`src/rtl/serial_sub_pkg.sv`:
```
// Purpose : shared types and constants for the bit-serial subtractor.
// Contents: FSM state enum (IDLE/SHIFT/DONE), default operand width,
//           signed-overflow helper used when SERIAL_SUB_OVERFLOW_EN is defined.
package serial_sub_pkg;

  // Default operand/result width; legal range for the subtractor is 2..64.
  localparam int SUB_WIDTH_DEFAULT = 32;
  localparam int SUB_WIDTH_MIN     = 2;
  localparam int SUB_WIDTH_MAX     = 64;

  // IDLE : waiting for operands (o_ready high)
  // SHIFT: one bit per cycle, LSB first
  // DONE : result presented until the consumer takes it (o_valid high)
  typedef enum logic [1:0] {
    IDLE  = 2'd0,
    SHIFT = 2'd1,
    DONE  = 2'd2
  } sub_state_e;

  // Two's-complement overflow of A-B, evaluated from the sign bits only:
  // operands of differing sign whose result sign differs from the minuend.
  function automatic logic sub_signed_ovf(input logic a_msb,
                                          input logic b_msb,
                                          input logic d_msb);
    return (a_msb ^ b_msb) & (d_msb ^ a_msb);
  endfunction

endpackage

```
`src/rtl/serial_subtractor_full_sub.sv`:
```
// Purpose : combinational 1-bit full subtractor, the per-bit stage of the
//           serial subtractor. Latency 0, no flow control.
// Ports   : a (minuend bit), b (subtrahend bit), bin (borrow in),
//           diff (difference bit), bout (borrow out).
module full_subtractor (
  input  logic a,
  input  logic b,
  input  logic bin,
  output logic diff,
  output logic bout
);

  assign diff = a ^ b ^ bin;
  // Borrow when a=0,b=1, or when a==b and a borrow is already pending.
  assign bout = (~a & b) | (~(a ^ b) & bin);

endmodule

```
`src/rtl/serial_subtractor.sv`:
```
// Purpose : bit-serial unsigned subtractor, o_data = A-B mod 2^WIDTH with
//           borrow-out; one bit per cycle LSB-first through a full_subtractor.
// Latency : o_valid rises WIDTH cycles after the accepting edge; one job in
//           flight, o_ready only in IDLE.
// Backpr. : result held in DONE until i_ready; next accept one cycle later.
// Ports   : i_clk, i_rst_n (async active-low), i_valid/o_ready/i_data_a/
//           i_data_b (operand side), o_valid/i_ready/o_data/o_borrow (result
//           side), o_overflow (only when SERIAL_SUB_OVERFLOW_EN is defined).
// Config  : `define SERIAL_SUB_OVERFLOW_EN adds the registered signed-overflow
//           flag; without it the port and its logic are absent.
module serial_subtractor
  import serial_sub_pkg::*;
#(
  parameter int WIDTH = SUB_WIDTH_DEFAULT
) (
  input  logic             i_clk,
  input  logic             i_rst_n,
  // operand request
  input  logic             i_valid,
  output logic             o_ready,
  input  logic [WIDTH-1:0] i_data_a,
  input  logic [WIDTH-1:0] i_data_b,
  // result
  output logic             o_valid,
  input  logic             i_ready,
  output logic [WIDTH-1:0] o_data,
`ifdef SERIAL_SUB_OVERFLOW_EN
  output logic             o_overflow,
`endif
  output logic             o_borrow
);

  // Counter just wide enough to hold WIDTH-1.
  localparam int CNT_W = (WIDTH > 2) ? $clog2(WIDTH) : 1;
  localparam logic [CNT_W-1:0] CNT_LAST = CNT_W'(WIDTH - 1);
  localparam logic [CNT_W-1:0] CNT_ONE  = CNT_W'(1);

  // ---------------------------------------------------------------------
  // State
  // ---------------------------------------------------------------------
  sub_state_e       state_q,  state_d;
  logic [WIDTH-1:0] a_q,      a_d;       // minuend, shifted right each bit
  logic [WIDTH-1:0] b_q,      b_d;       // subtrahend, shifted right each bit
  logic [WIDTH-1:0] res_q,    res_d;     // partial difference, filled from MSB
  logic             bin_q,    bin_d;     // borrow carried into the next bit
  logic [CNT_W-1:0] cnt_q,    cnt_d;     // index of the bit being processed
  logic [WIDTH-1:0] data_q,   data_d;    // published result
  logic             borrow_q, borrow_d;  // published borrow-out
`ifdef SERIAL_SUB_OVERFLOW_EN
  logic             ovf_q,    ovf_d;     // published signed overflow
`endif

  // ---------------------------------------------------------------------
  // Per-bit stage: always looks at the current LSBs of the operand shifters.
  // ---------------------------------------------------------------------
  logic fs_a;
  logic fs_b;
  logic fs_diff;
  logic fs_bout;

  assign fs_a = a_q[0];
  assign fs_b = b_q[0];

  full_subtractor u_full_sub (
    .a    (fs_a),
    .b    (fs_b),
    .bin  (bin_q),
    .diff (fs_diff),
    .bout (fs_bout)
  );

  // Partial result after this cycle's bit: new diff enters at the MSB, so
  // after WIDTH shifts bit 0 has travelled down to position 0.
  logic [WIDTH-1:0] res_shifted;
  assign res_shifted = {fs_diff, res_q[WIDTH-1:1]};

  // ---------------------------------------------------------------------
  // Next-state / datapath
  // ---------------------------------------------------------------------
  always_comb begin
    state_d  = state_q;
    a_d      = a_q;
    b_d      = b_q;
    res_d    = res_q;
    bin_d    = bin_q;
    cnt_d    = cnt_q;
    data_d   = data_q;
    borrow_d = borrow_q;
`ifdef SERIAL_SUB_OVERFLOW_EN
    ovf_d    = ovf_q;
`endif

    unique case (state_q)
      IDLE: begin
        // Operands are captured only here; everything else ignores them.
        if (i_valid) begin
          a_d     = i_data_a;
          b_d     = i_data_b;
          res_d   = '0;
          bin_d   = 1'b0;
          cnt_d   = '0;
          state_d = SHIFT;
        end
      end

      SHIFT: begin
        a_d   = a_q >> 1;
        b_d   = b_q >> 1;
        res_d = res_shifted;
        bin_d = fs_bout;
        cnt_d = cnt_q + CNT_ONE;
        if (cnt_q == CNT_LAST) begin
          // Last bit: publish the completed word in the same edge that
          // enters DONE, so outputs never show a partial result.
          cnt_d    = '0;
          data_d   = res_shifted;
          borrow_d = fs_bout;
`ifdef SERIAL_SUB_OVERFLOW_EN
          // The operand LSBs are now the original sign bits and fs_diff
          // is the result sign.
          ovf_d    = sub_signed_ovf(fs_a, fs_b, fs_diff);
`endif
          state_d  = DONE;
        end
      end

      DONE: begin
        // Return to IDLE on the handshake; acceptance is only possible from
        // IDLE, so a new job starts one cycle later at the earliest.
        if (i_ready) begin
          state_d = IDLE;
        end
      end

      default: begin
        state_d = IDLE;
      end
    endcase
  end

  // ---------------------------------------------------------------------
  // Registers (async reset discards any in-flight job)
  // ---------------------------------------------------------------------
  always_ff @(posedge i_clk or negedge i_rst_n) begin
    if (!i_rst_n) begin
      state_q  <= IDLE;
      a_q      <= '0;
      b_q      <= '0;
      res_q    <= '0;
      bin_q    <= 1'b0;
      cnt_q    <= '0;
      data_q   <= '0;
      borrow_q <= 1'b0;
    end else begin
      state_q  <= state_d;
      a_q      <= a_d;
      b_q      <= b_d;
      res_q    <= res_d;
      bin_q    <= bin_d;
      cnt_q    <= cnt_d;
      data_q   <= data_d;
      borrow_q <= borrow_d;
    end
  end

`ifdef SERIAL_SUB_OVERFLOW_EN
  always_ff @(posedge i_clk or negedge i_rst_n) begin
    if (!i_rst_n) begin
      ovf_q <= 1'b0;
    end else begin
      ovf_q <= ovf_d;
    end
  end

  assign o_overflow = ovf_q;
`endif

  // ---------------------------------------------------------------------
  // Outputs: decoded from the state register so reset acts immediately.
  // ---------------------------------------------------------------------
  assign o_ready  = (state_q == IDLE);
  assign o_valid  = (state_q == DONE);
  assign o_data   = data_q;
  assign o_borrow = borrow_q;

endmodule
```
`config.mk`:
```
export PLATFORM = sky130hd
export DESIGN_NAME = serial_subtractor
export DESIGN_NICKNAME = d
export VERILOG_FILES = /design/src/rtl/serial_sub_pkg.sv /design/src/rtl/serial_subtractor_full_sub.sv /design/src/rtl/serial_subtractor.sv
export SDC_FILE = /design/constraint.sdc
export NUM_CORES = 1
export LEC_CHECK = 0
export ABC_AREA = 1
export CAP_MARGIN = 5
export CORE_MARGIN = 3
export CORE_UTILIZATION = 35
export CTS_BUF_LIST = sky130_fd_sc_hd__clkbuf_16
export CTS_CLUSTER_SIZE = 10
export DETAILED_ROUTE_END_ITERATION = 7
export PLACE_DENSITY = 0.65
export SLEW_MARGIN = 30
export SYNTH_ARGS = -nofsm -noshare
export SYNTH_HDL_FRONTEND = slang
export SYNTH_HIERARCHICAL = 1
export SYNTH_SLANG_ARGS = --single-unit
```
`constraint.sdc`:
```
create_clock -name i_clk -period 2.06 [get_ports i_clk]
set_input_delay 0.206 -clock i_clk [delete_from_list [all_inputs] [get_ports i_clk]]
set_output_delay 0.206 -clock i_clk [all_outputs]
set_load 0.1 [all_outputs]
```
==> reports/metrics.cfg, run 1 <==
[sta]
hold_violations = 0
maxSlewHeadroom_pct = 64.4
clock.fmax_mhz = 597
setup_tns_ns = 0
fin_crit_sh_pct = 81.3
fin_skew_ns = 0.00582
setup_viol = 0
maxSlewViolCount = 0
whs_ns = 0.335
worst_pin_slew_ns = 0.534
rsz0062_at_grt = false
layout_min_cycle_time_ns = 1.67

[critical_path]
worstSetupStartpointType = register
cp.required_ns = 2.36
worstPathMaxFanout = 57
cp_slowest_cell = dfrtp_1
crit_top_cell = ha_1
arrival_ns = 1.97
path_delay_family = adder cells
crit_chain = ha_1 -> nand2_1 -> nor2_1 -> ha_1 -> nand2_2 -> buf_12 -> o21ai_0
worst-path-buf-inv = 1
critPathMaxStageDelay_ns = 0.40
critPathKind = reg2reg
end_kind = register

[drt]
first_iter_violations = 245
wl_um = 12400
vias = 4502
drt-pass1-iter-count = 4
drtAntennaViolNets = 0
drc = 0
post_drt_wl_per_cell_um = 12.6
vias_per_cell = 4.55

[synth]
synth.most_common_cell = nand2_1
syn_area_sq_um = 5740
synth_seq_cells = 136
synth-seq-area-share_pct = 59.3
synthTopCellsByCount = 178 x nand2_1, 136 x dfrtp_1, 125 x nor2_1
ys_warn_count = 6
syn-mean-instance-area_sq_um = 8.58
yosys.area.top_type = dfrtp_1
synth_edf_count = 0
synthFlopType = dfrtp_1
synth_cell_type_count = 21
syn-num-nets = 740
async_flop_share_pct = 100
yosysTopAreaCellShare_pct = 59.3
synth_cells = 669
synth_area_leaders = dfrtp_1 59%, nand2_1 12%, o21ai_0 8.4%

[clock_network]
ctsRootBufferMaster = clkbuf_16
clockBufferDepth = 2
holdBufCountCts = 1
postCtsSetupBuffers = 0
clk_pin_slew_ns = 0.06
clk_latency_ns = 0.42
h-tree-depth = 4
cts_buffers = 17
cts.sinks = 136
cts_tree = built
cts_resized = 0

[layout]
fin_area_sq_um = 7470
antenna_cells = 0
nets = 832
area_growth_pct = 30.1
drive_gt1_share_pct = 11.2

[floorplanning]
rows = 46
die_y_um = 134
start_util_pct = 36.0
dieArea_sq_um = 18000
core-area_sq_um = 15900
die_x_um = 134
num_io_pins = 103

[pwr]
powerDensity_nw_per_um2 = 1760
leakage_uw = 0.00353
ir_worst_vdd_v = 0.000869

[global_route]
grt_overflow = 0
grt_max_degree = 65
grt_pass1_wl_um = 20500
grt_pass1_vias = 4192
grt_usage_pct = 14.3
antenna_found_initial = 0

[status]
status = finished clean

[job]
cap_violations = 0

[worst_hold_path]
hp-class = in2async

[placed_design]
gp_congestion = 0.752
dp_hpwl_um = 7860
dpl_cell_area_sq_um = 6920
port_buffers = 102

path summary, 6_finish.rpt:
check,start,to,slack [ns],depth (start not counted)
setup / recovery,cnt_q[0],o_data[6],0.39,7
hold / removal,i_rst_n,o_data[17],0.33,2
setup reg to reg,cnt_q[0],o_data[6],0.39,7
hold reg to reg,b_q[5],b_q[5],0.48,2
max in group asynchronous,i_rst_n,b_q[5],1.08,3
min in group i_clk,i_ready,state_q[1],0.38,2
layer usage:
metal	vias to the layer above	global-route usage, %	share of wire, %
met2	101	21.0	44
met1	2073	19.8	49
met4	0	5.60	1.5
li1	2312	-	-
met3	16	4.43	5.4
met5	-	0	0
cell type report:
class,instances,area [sq um]
Sequential cell,136,3400
Timing Repair Buffer,115,1150
Fill cell,1565,8470
Multi-Input combinational cell,446,1940
Clock inverter,15,115
Tap cell,216,270
Clock buffer,17,425
Inverter,45,169
report_power, final:
part / internal [uW] / total (uW) / switching [uW]
clock: 1560 / 2800 / 1240
combinational: 1810 / 5900 / 4090
sequential: 3870 / 4430 / 565
total: 7240 / 13100 / 5900
flip-flops by register name, indices dropped and copies added, names as in the netlist:
| name | flops |
|---|---|
| a_q | 32 |
| b_q | 32 |
| o_data | 32 |
| res_q | 31 |
| cnt_q | 5 |
| state_q | 2 |
| bin_q | 1 |
| o_borrow | 1 |
cells by family (layout without fill, tap and decap cells):
group                    Yosys count  in the layout  share of synthesized area, %
AND/OR/NAND/NOR                  308            308                          20.3
flip-flops                       136            136                          59.3
buffers and inverters             87            192                          6.99
AO/OA/AOI/OAI                    135            135                          12.7
adder cells (fa/ha/maj)            3              3                         0.784
per-stage QoR:
step / power (uW) / std cells / utilization [%] / worst slack, ns
after floorplan: 9030 / 669 / - / 0.105
after global placement: 10300 / 957 / 43.4 / 0.410
after detailed placement: 10400 / 957 / 43.4 / 0.400
after CTS: 13300 / 990 / 46.9 / 0.382
after global routing: 14200 / 990 / 46.9 / 0.205
final: 13100 / 990 / 46.9 / 0.385
layout by cell type, fill, tap and decap left out, drive strengths merged, types with 2 or more instances in the layout:
cell type / netlist / routed
clkinv: 1 / 7
a21oi: 2 / 2
o21ai: 101 / 101
nor2: 125 / 125
o22ai: 31 / 31
clkbuf: 12 / 17
dfrtp: 136 / 136
nand3: 3 / 3
inv: 44 / 52
buf: 30 / 48
clkdlybuf4s50: 0 / 66
ha: 2 / 2
nand2: 179 / 179
Power figures use the tool's default switching activity.
==> run 2: changes to the inputs <==
--- a/config.mk
+++ b/config.mk
@@ -12,7 +12,7 @@
 export CTS_BUF_LIST = sky130_fd_sc_hd__clkbuf_16
 export CTS_CLUSTER_SIZE = 10
 export DETAILED_ROUTE_END_ITERATION = 7
-export PLACE_DENSITY = 0.65
+export PLACE_DENSITY = 0.67
 export SLEW_MARGIN = 30
 export SYNTH_ARGS = -nofsm -noshare
 export SYNTH_HDL_FRONTEND = slang
==> constraint.sdc (replaced) <==
create_clock -name i_clk -period 1.4 [get_ports i_clk]
set_input_delay 0.14 -clock i_clk [delete_from_list [all_inputs] [get_ports i_clk]]
set_output_delay 0.14 -clock i_clk [all_outputs]
set_load 0.1 [all_outputs]
==> reports/metrics.cfg, run 2 (synthesis gave the netlist of run 1 again) <==
[status]
status = finished with violations  ; was finished clean
violations = negative setup slack

[worst_hold_path]
hp-class = in2async  ; unchanged

[clock_network]
h-tree-depth = 4  ; unchanged
clockBufferDepth = 2  ; unchanged
clk_pin_slew_ns = 0.06  ; about the same
cts_tree = built  ; unchanged
cts.sinks = 136  ; unchanged
clk_latency_ns = 0.41  ; was 0.42 ns
cts_buffers = 17  ; unchanged
ctsRootBufferMaster = clkbuf_16  ; unchanged

[critical_path]
r2r_start = state_q[0]  ; was cnt_q[0]
critPathKind = reg2reg  ; unchanged
r2r_end = b_q[1]  ; was o_data[6]
worstPathMaxFanout = 6  ; was 57
cp.required_ns = 1.75  ; was 2.36 ns
end_kind = register  ; unchanged
arrival_ns = 1.83  ; was 1.97 ns
rr_worst_depth = 8  ; was 7
worstSetupStartpointType = register  ; unchanged
crit_start = state_q[0]  ; was cnt_q[0]
rrSetupSlack_ns = -0.08  ; was 0.39 ns

[sta]
clock.fmax_mhz = 674  ; was 597 MHz
hold_violations = 0  ; unchanged
setup_tns_ns = -2.83  ; was 0 ns
fin_skew_ns = 0.00508  ; was 0.00582 ns
rsz0062_at_grt = true  ; was false
layout_min_cycle_time_ns = 1.48  ; was 1.67 ns
maxSlewHeadroom_pct = 73.8  ; was 64.4%
worst_pin_slew_ns = 0.394  ; was 0.534 ns
maxSlewViolCount = 0  ; unchanged
fin_crit_sh_pct = 106  ; was 81.3%
fin_ws_ns = -0.0843  ; was 0.385 ns
setup_viol = 80  ; was 0

[drt]
vias = 4911  ; was 4,502
drtAntennaViolNets = 0  ; unchanged
post_drt_wl_per_cell_um = 13.8  ; was 12.6 um
drt-pass1-iter-count = 4  ; unchanged
wl_um = 14400  ; was 12,400 um
drc = 0  ; unchanged
first_iter_violations = 242  ; was 245
vias_per_cell = 4.70  ; was 4.55

[pwr]
powerDensity_nw_per_um2 = 2540  ; was 1760 nW/um^2
leakage_uw = 0.00412  ; was 0.00353 uW
ir_worst_vdd_v = 0.00112  ; was 0.000869 V

[global_route]
grt_pass1_wl_um = 21600  ; was 20,500 um
antenna_found_initial = 0  ; unchanged
grt_overflow = 0  ; unchanged
grt_usage_pct = 15.0  ; was 14.3%
grt_max_degree = 51  ; was 65
grt_pass1_vias = 4407  ; was 4,192

[placed_design]
port_buffers = 102  ; unchanged
gp_congestion = 0.805  ; was 0.752
dpl_cell_area_sq_um = 7550  ; was 6920 sq um
dp_hpwl_um = 8470  ; was 7860 um

[layout]
fin_area_sq_um = 9060  ; was 7470 sq um
area_growth_pct = 57.7  ; was 30.1%
antenna_cells = 0  ; unchanged
nets = 887  ; was 832
fillers = 1383  ; was 1,565
final_cell_mix = 155 x nand2_1, 136 x dfrtp_1, 96 x nor2_1, 66 x clkdlybuf4s50_1, 55 x o21ai_1  ; was 177 x nand2_1, 136 x dfrtp_1, 124 x nor2_1, 96 x o21ai_0, 66 x clkdlybuf4s50_1
drive_gt1_share_pct = 24.1  ; was 11.2%
mostFrequentLayoutCell = nand2_1  ; unchanged

[job]
cap_violations = 0  ; unchanged

[floorplanning]
rows = 46  ; unchanged
dieArea_sq_um = 18000  ; unchanged
die_x_um = 134  ; unchanged
core-area_sq_um = 15900  ; unchanged
die_y_um = 134  ; unchanged
num_io_pins = 103  ; unchanged
start_util_pct = 36.0  ; unchanged

==> run 2: cell types whose count changed in the layout (fill, tap and decap cells not counted), sizes merged <==
| cell | change |
|---|---|
| clkbuf | +11 |
| bufinv | +2 |
| clkinv | -2 |
| clkinvlp | +3 |
| buf | +44 |
| inv | -3 |
==> run 2: how the worst max path moves through the flow <==
stage | to | slack, ns | cells after the start
after global placement | b_q[20] | -0.12 | 7
after detailed placement | b_q[20] | -0.16 | 7
final | b_q[1] | -0.08 | 8
after global routing | o_data[22] | -0.16 | 8
after CTS | o_data[20] | -0.07 | 8
after floorplan | o_data[10] | -0.07 | 9
==> run 2: final cells by class <==
cell class | count | area (sq um) | share of cell area, %
Sequential cell | 136 | 3400 | 37.6
Timing Repair Buffer | 170 | 2430 | 26.9
Multi-Input combinational cell | 446 | 2210 | 24.4
Clock buffer | 17 | 425 | 4.70
Tap cell | 216 | 270 | 2.98
Inverter | 45 | 171 | 1.89
Clock inverter | 15 | 139 | 1.53
==> run 2: report_power, final <==
part	internal (uW)	switching (uW)
combinational	5100	6840
sequential	5700	1100
clock	2590	1660
==> run 2: what timing repair did <==
item,in CTS,in global routing
gates resized for setup,4,161
setup endpoints to repair,39,102
endpoints found under the hold margin,96,0
gates cloned,4,14
hold buffers,1,0
setup buffers,2,17
pin swaps,5,50
==> run 2: routing by layer <==
layer,vias up,GRT usage (%),wire length (um)
li1,2430,-,-
met1,2346,20.3,6480
met2,119,22.9,6950
met3,16,4.46,776
met4,0,5.54,179
met5,-,0,0
==> run 2: per-stage QoR <==
stage / power (uW) / setup WS [ns] / cells / utilization [%] / hold WS [ns]
after CTS: 21400 / -0.0665 / 1014 / 51.9 / 0.217
after global placement: 16500 / -0.119 / 975 / 47.3 / 0.0799
after global routing: 24500 / -0.159 / 1045 / 56.8 / 0.238
after floorplan: 13300 / -0.0699 / 669 / - / -0.156
final: 23000 / -0.0843 / 1045 / 56.8 / 0.206
after detailed placement: 16800 / -0.156 / 975 / 47.3 / 0.0814
==> run 2: critical path, stage by stage, from the launching register on <==
cell       delay [ns]
dfrtp_1          0.42
buf_6            0.14
o21ai_4          0.18
buf_6            0.15
clkbuf_16        0.16
buf_12           0.11
clkbuf_16        0.14
nand2_1          0.05
nand2_1          0.07
==> run 3: changes to the inputs <==
--- a/config.mk
+++ b/config.mk
@@ -9,11 +9,11 @@
 export CAP_MARGIN = 5
 export CORE_MARGIN = 3
 export CORE_UTILIZATION = 35
-export CTS_BUF_LIST = sky130_fd_sc_hd__clkbuf_16
+export CTS_BUF_LIST = sky130_fd_sc_hd__clkbuf_8
 export CTS_CLUSTER_SIZE = 10
 export DETAILED_ROUTE_END_ITERATION = 7
 export PLACE_DENSITY = 0.67
-export SLEW_MARGIN = 30
+export SLEW_MARGIN = 10
 export SYNTH_ARGS = -nofsm -noshare
 export SYNTH_HDL_FRONTEND = slang
 export SYNTH_HIERARCHICAL = 1
==> reports/metrics.cfg, run 3 (synthesis gave the netlist of run 1 again) <==
[global_route]
use_met1_pct = 20.7  ; was 20.3%
grt_pass1_vias = 4471  ; was 4,407
grt_usage_pct = 15.3  ; was 15.0%
grt_pass1_wl_um = 22200  ; was 21,600 um
grt_use_met3_pct = 4.88  ; was 4.46%
antenna_found_initial = 0  ; unchanged
use_met2_pct = 24.3  ; was 22.9%
grt_overflow = 0  ; unchanged
grt_max_degree = 41  ; was 51
top_usage_layer = met2  ; unchanged

[critical_path]
critPathKind = reg2reg  ; unchanged
worstPathMaxFanout = 7  ; was 6
r2r_end = o_data[19]  ; was b_q[1]
arrival_ns = 1.81  ; was 1.83 ns
rr_worst_depth = 8  ; unchanged
rrSetupSlack_ns = -0.1  ; was -0.08 ns
worstSetupStartpointType = register  ; unchanged
cp.required_ns = 1.72  ; was 1.75 ns
end_kind = register  ; unchanged
r2r_start = cnt_q[0]  ; was state_q[0]

[drt]
vias = 4773  ; was 4,911
drc = 0  ; unchanged
first_iter_violations = 226  ; was 242
vias_per_cell = 4.64  ; was 4.70
drtAntennaViolNets = 0  ; unchanged
wl_um = 13700  ; was 14,400 um
post_drt_wl_per_cell_um = 13.4  ; was 13.8 um
drt-pass1-iter-count = 4  ; unchanged

[pwr]
power.switching_uw = 9060  ; was 9600 uW
switching_share_pct = 43.3  ; was 41.8%
power.internal_uw = 11900  ; was 13,400 uW
p_clk_share_pct = 15.4  ; was 18.5%
ir_worst_vdd_v = 0.00112  ; about the same
p_seq_share_pct = 32.5  ; was 29.6%
leakage_uw = 0.00391  ; was 0.00412 uW
combPwrFrac_pct = 52.1  ; was 51.9%
powerDensity_nw_per_um2 = 2430  ; was 2540 nW/um^2

[sta]
fin_skew_ns = 0.0116  ; was 0.00508 ns
worst_pin_slew_ns = 0.402  ; was 0.394 ns
maxSlewHeadroom_pct = 73.2  ; was 73.8%
rsz0062_at_grt = true  ; unchanged
setup_viol = 63  ; was 80
fin_ws_ns = -0.0955  ; was -0.0843 ns
hold_violations = 0  ; unchanged
maxSlewViolCount = 0  ; unchanged
whs_ns = 0.198  ; was 0.206 ns
layout_min_cycle_time_ns = 1.50  ; was 1.48 ns
clock.fmax_mhz = 669  ; was 674 MHz
fin_crit_sh_pct = 107  ; was 106%

[floorplanning]
start_util_pct = 36.0  ; unchanged
die_x_um = 134  ; unchanged
num_io_pins = 103  ; unchanged
die_y_um = 134  ; unchanged
core-area_sq_um = 15900  ; unchanged
rows = 46  ; unchanged
dieArea_sq_um = 18000  ; unchanged

[clock_network]
clk_pin_slew_ns = 0.08  ; was 0.06 ns
clockBufferDepth = 2  ; unchanged
clk_latency_ns = 0.43  ; was 0.41 ns
cts.sinks = 136  ; unchanged
cts_tree = built  ; unchanged
ctsRootBufferMaster = clkbuf_8  ; was clkbuf_16
h-tree-depth = 4  ; unchanged
cts_buffers = 17  ; unchanged

[placed_design]
post-place-cells = 975  ; unchanged
port_buffers = 102  ; unchanged
gp_congestion = 0.805  ; unchanged
dp_hpwl_um = 8470  ; unchanged

[layout]
area_growth_pct = 49.6  ; was 57.7%
fin_cells = 1028  ; was 1,045
antenna_cells = 0  ; unchanged
final_cell_mix = 151 x nand2_1, 136 x dfrtp_1, 121 x nor2_1, 66 x clkdlybuf4s50_1, 59 x o21ai_0  ; was 155 x nand2_1, 136 x dfrtp_1, 96 x nor2_1, 66 x clkdlybuf4s50_1, 55 x o21ai_1
mostFrequentLayoutCell = nand2_1  ; unchanged
fillers = 1425  ; was 1,383
nets = 870  ; was 887
drive_gt1_share_pct = 20.3  ; was 24.1%

[status]
violations = negative setup slack  ; unchanged
status = finished with violations  ; unchanged

[worst_hold_path]
hp-class = in2async  ; unchanged

[job]
cap_violations = 0  ; unchanged

==> run 3: cell count changes in the layout (fill, tap and decap cells not counted), sizes merged <==
cell / delta
buf: -12
clkbuf: -5
clkinv: -3
bufbuf: +2
nand2: +1
==> run 3: layout make-up <==
cell class	instances	area [sq um]	area share (%)
sequential	136	3400	39.6
multi-input combinational	447	2180	25.4
timing repair buffer	152	2160	25.1
clock buffer	20	275	3.20
tap	216	270	3.15
inverter	45	174	2.02
clock inverter	12	128	1.49
==> run 3: worst max path at each step <==
| stage | start | end | slack, ns | cells past startpoint |
|---|---|---|---|---|
| 5_1_grt | cnt_q[0] | o_data[19] | -0.17 | 8 |
| 3_5_place_dp | i_valid | b_q[20] | -0.16 | 7 |
| 6_report | cnt_q[0] | o_data[19] | -0.1 | 8 |
| 2_1_floorplan | cnt_q[0] | o_data[10] | -0.07 | 9 |
| 4_1_cts | state_q[0] | o_ready | -0.09 | 3 |
| 3_3_place_gp | i_valid | b_q[20] | -0.12 | 7 |
==> run 3: power by group through the flow <==
stage / Combinational, uW / Clock, uW / Sequential [uW]
after floorplan: 4400 / 0 / 8910
after global placement: 9780 / 0 / 6710
after detailed placement: 10000 / 0 / 6750
after CTS: 10600 / 3320 / 6720
after global routing: 11900 / 3490 / 7010
final: 10900 / 3220 / 6810
==> run 3: timing repair <==
action | 4_1_cts | 5_1_grt
pin swaps | 8 | 3
buffers inserted | 5 | 2
hold endpoints to repair | 136 | 0
endpoints found under the setup margin | 52 | 101
cloned | 8 | 5
hold buffers | 1 | 0
resized for setup | 49 | 69
==> run 3: critical path, cell delays in order (launching register included) <==
cell	delay [ns]
dfrtp_1	0.36
ha_2	0.19
nand2_2	0.07
nor2_4	0.10
ha_4	0.20
nand2_8	0.12
clkbuf_16	0.20
nand2_1	0.06
o21ai_1	0.06
==> run 3: metal layers <==
layer | share of wire [%] | routed length, um
met1 | 45 | 6220
met2 | 48 | 6650
met3 | 5.3 | 731
met4 | 0.95 | 131
met5 | 0 | 0
==> run 3: metrics by stage <==
stage	utilization, %	setup WS, ns	setup TNS [ns]	cell area, sq um	power, uW
finish	53.9	-0.0955	-2.00	8590	20900
global route	53.9	-0.169	-9.79	8590	22400
CTS	52.1	-0.0909	-3.14	8300	20600
detailed placement	47.3	-0.156	-8.20	7550	16800
global placement	47.3	-0.119	-5.68	7550	16500
floorplan	-	-0.0699	-1.60	5770	13300
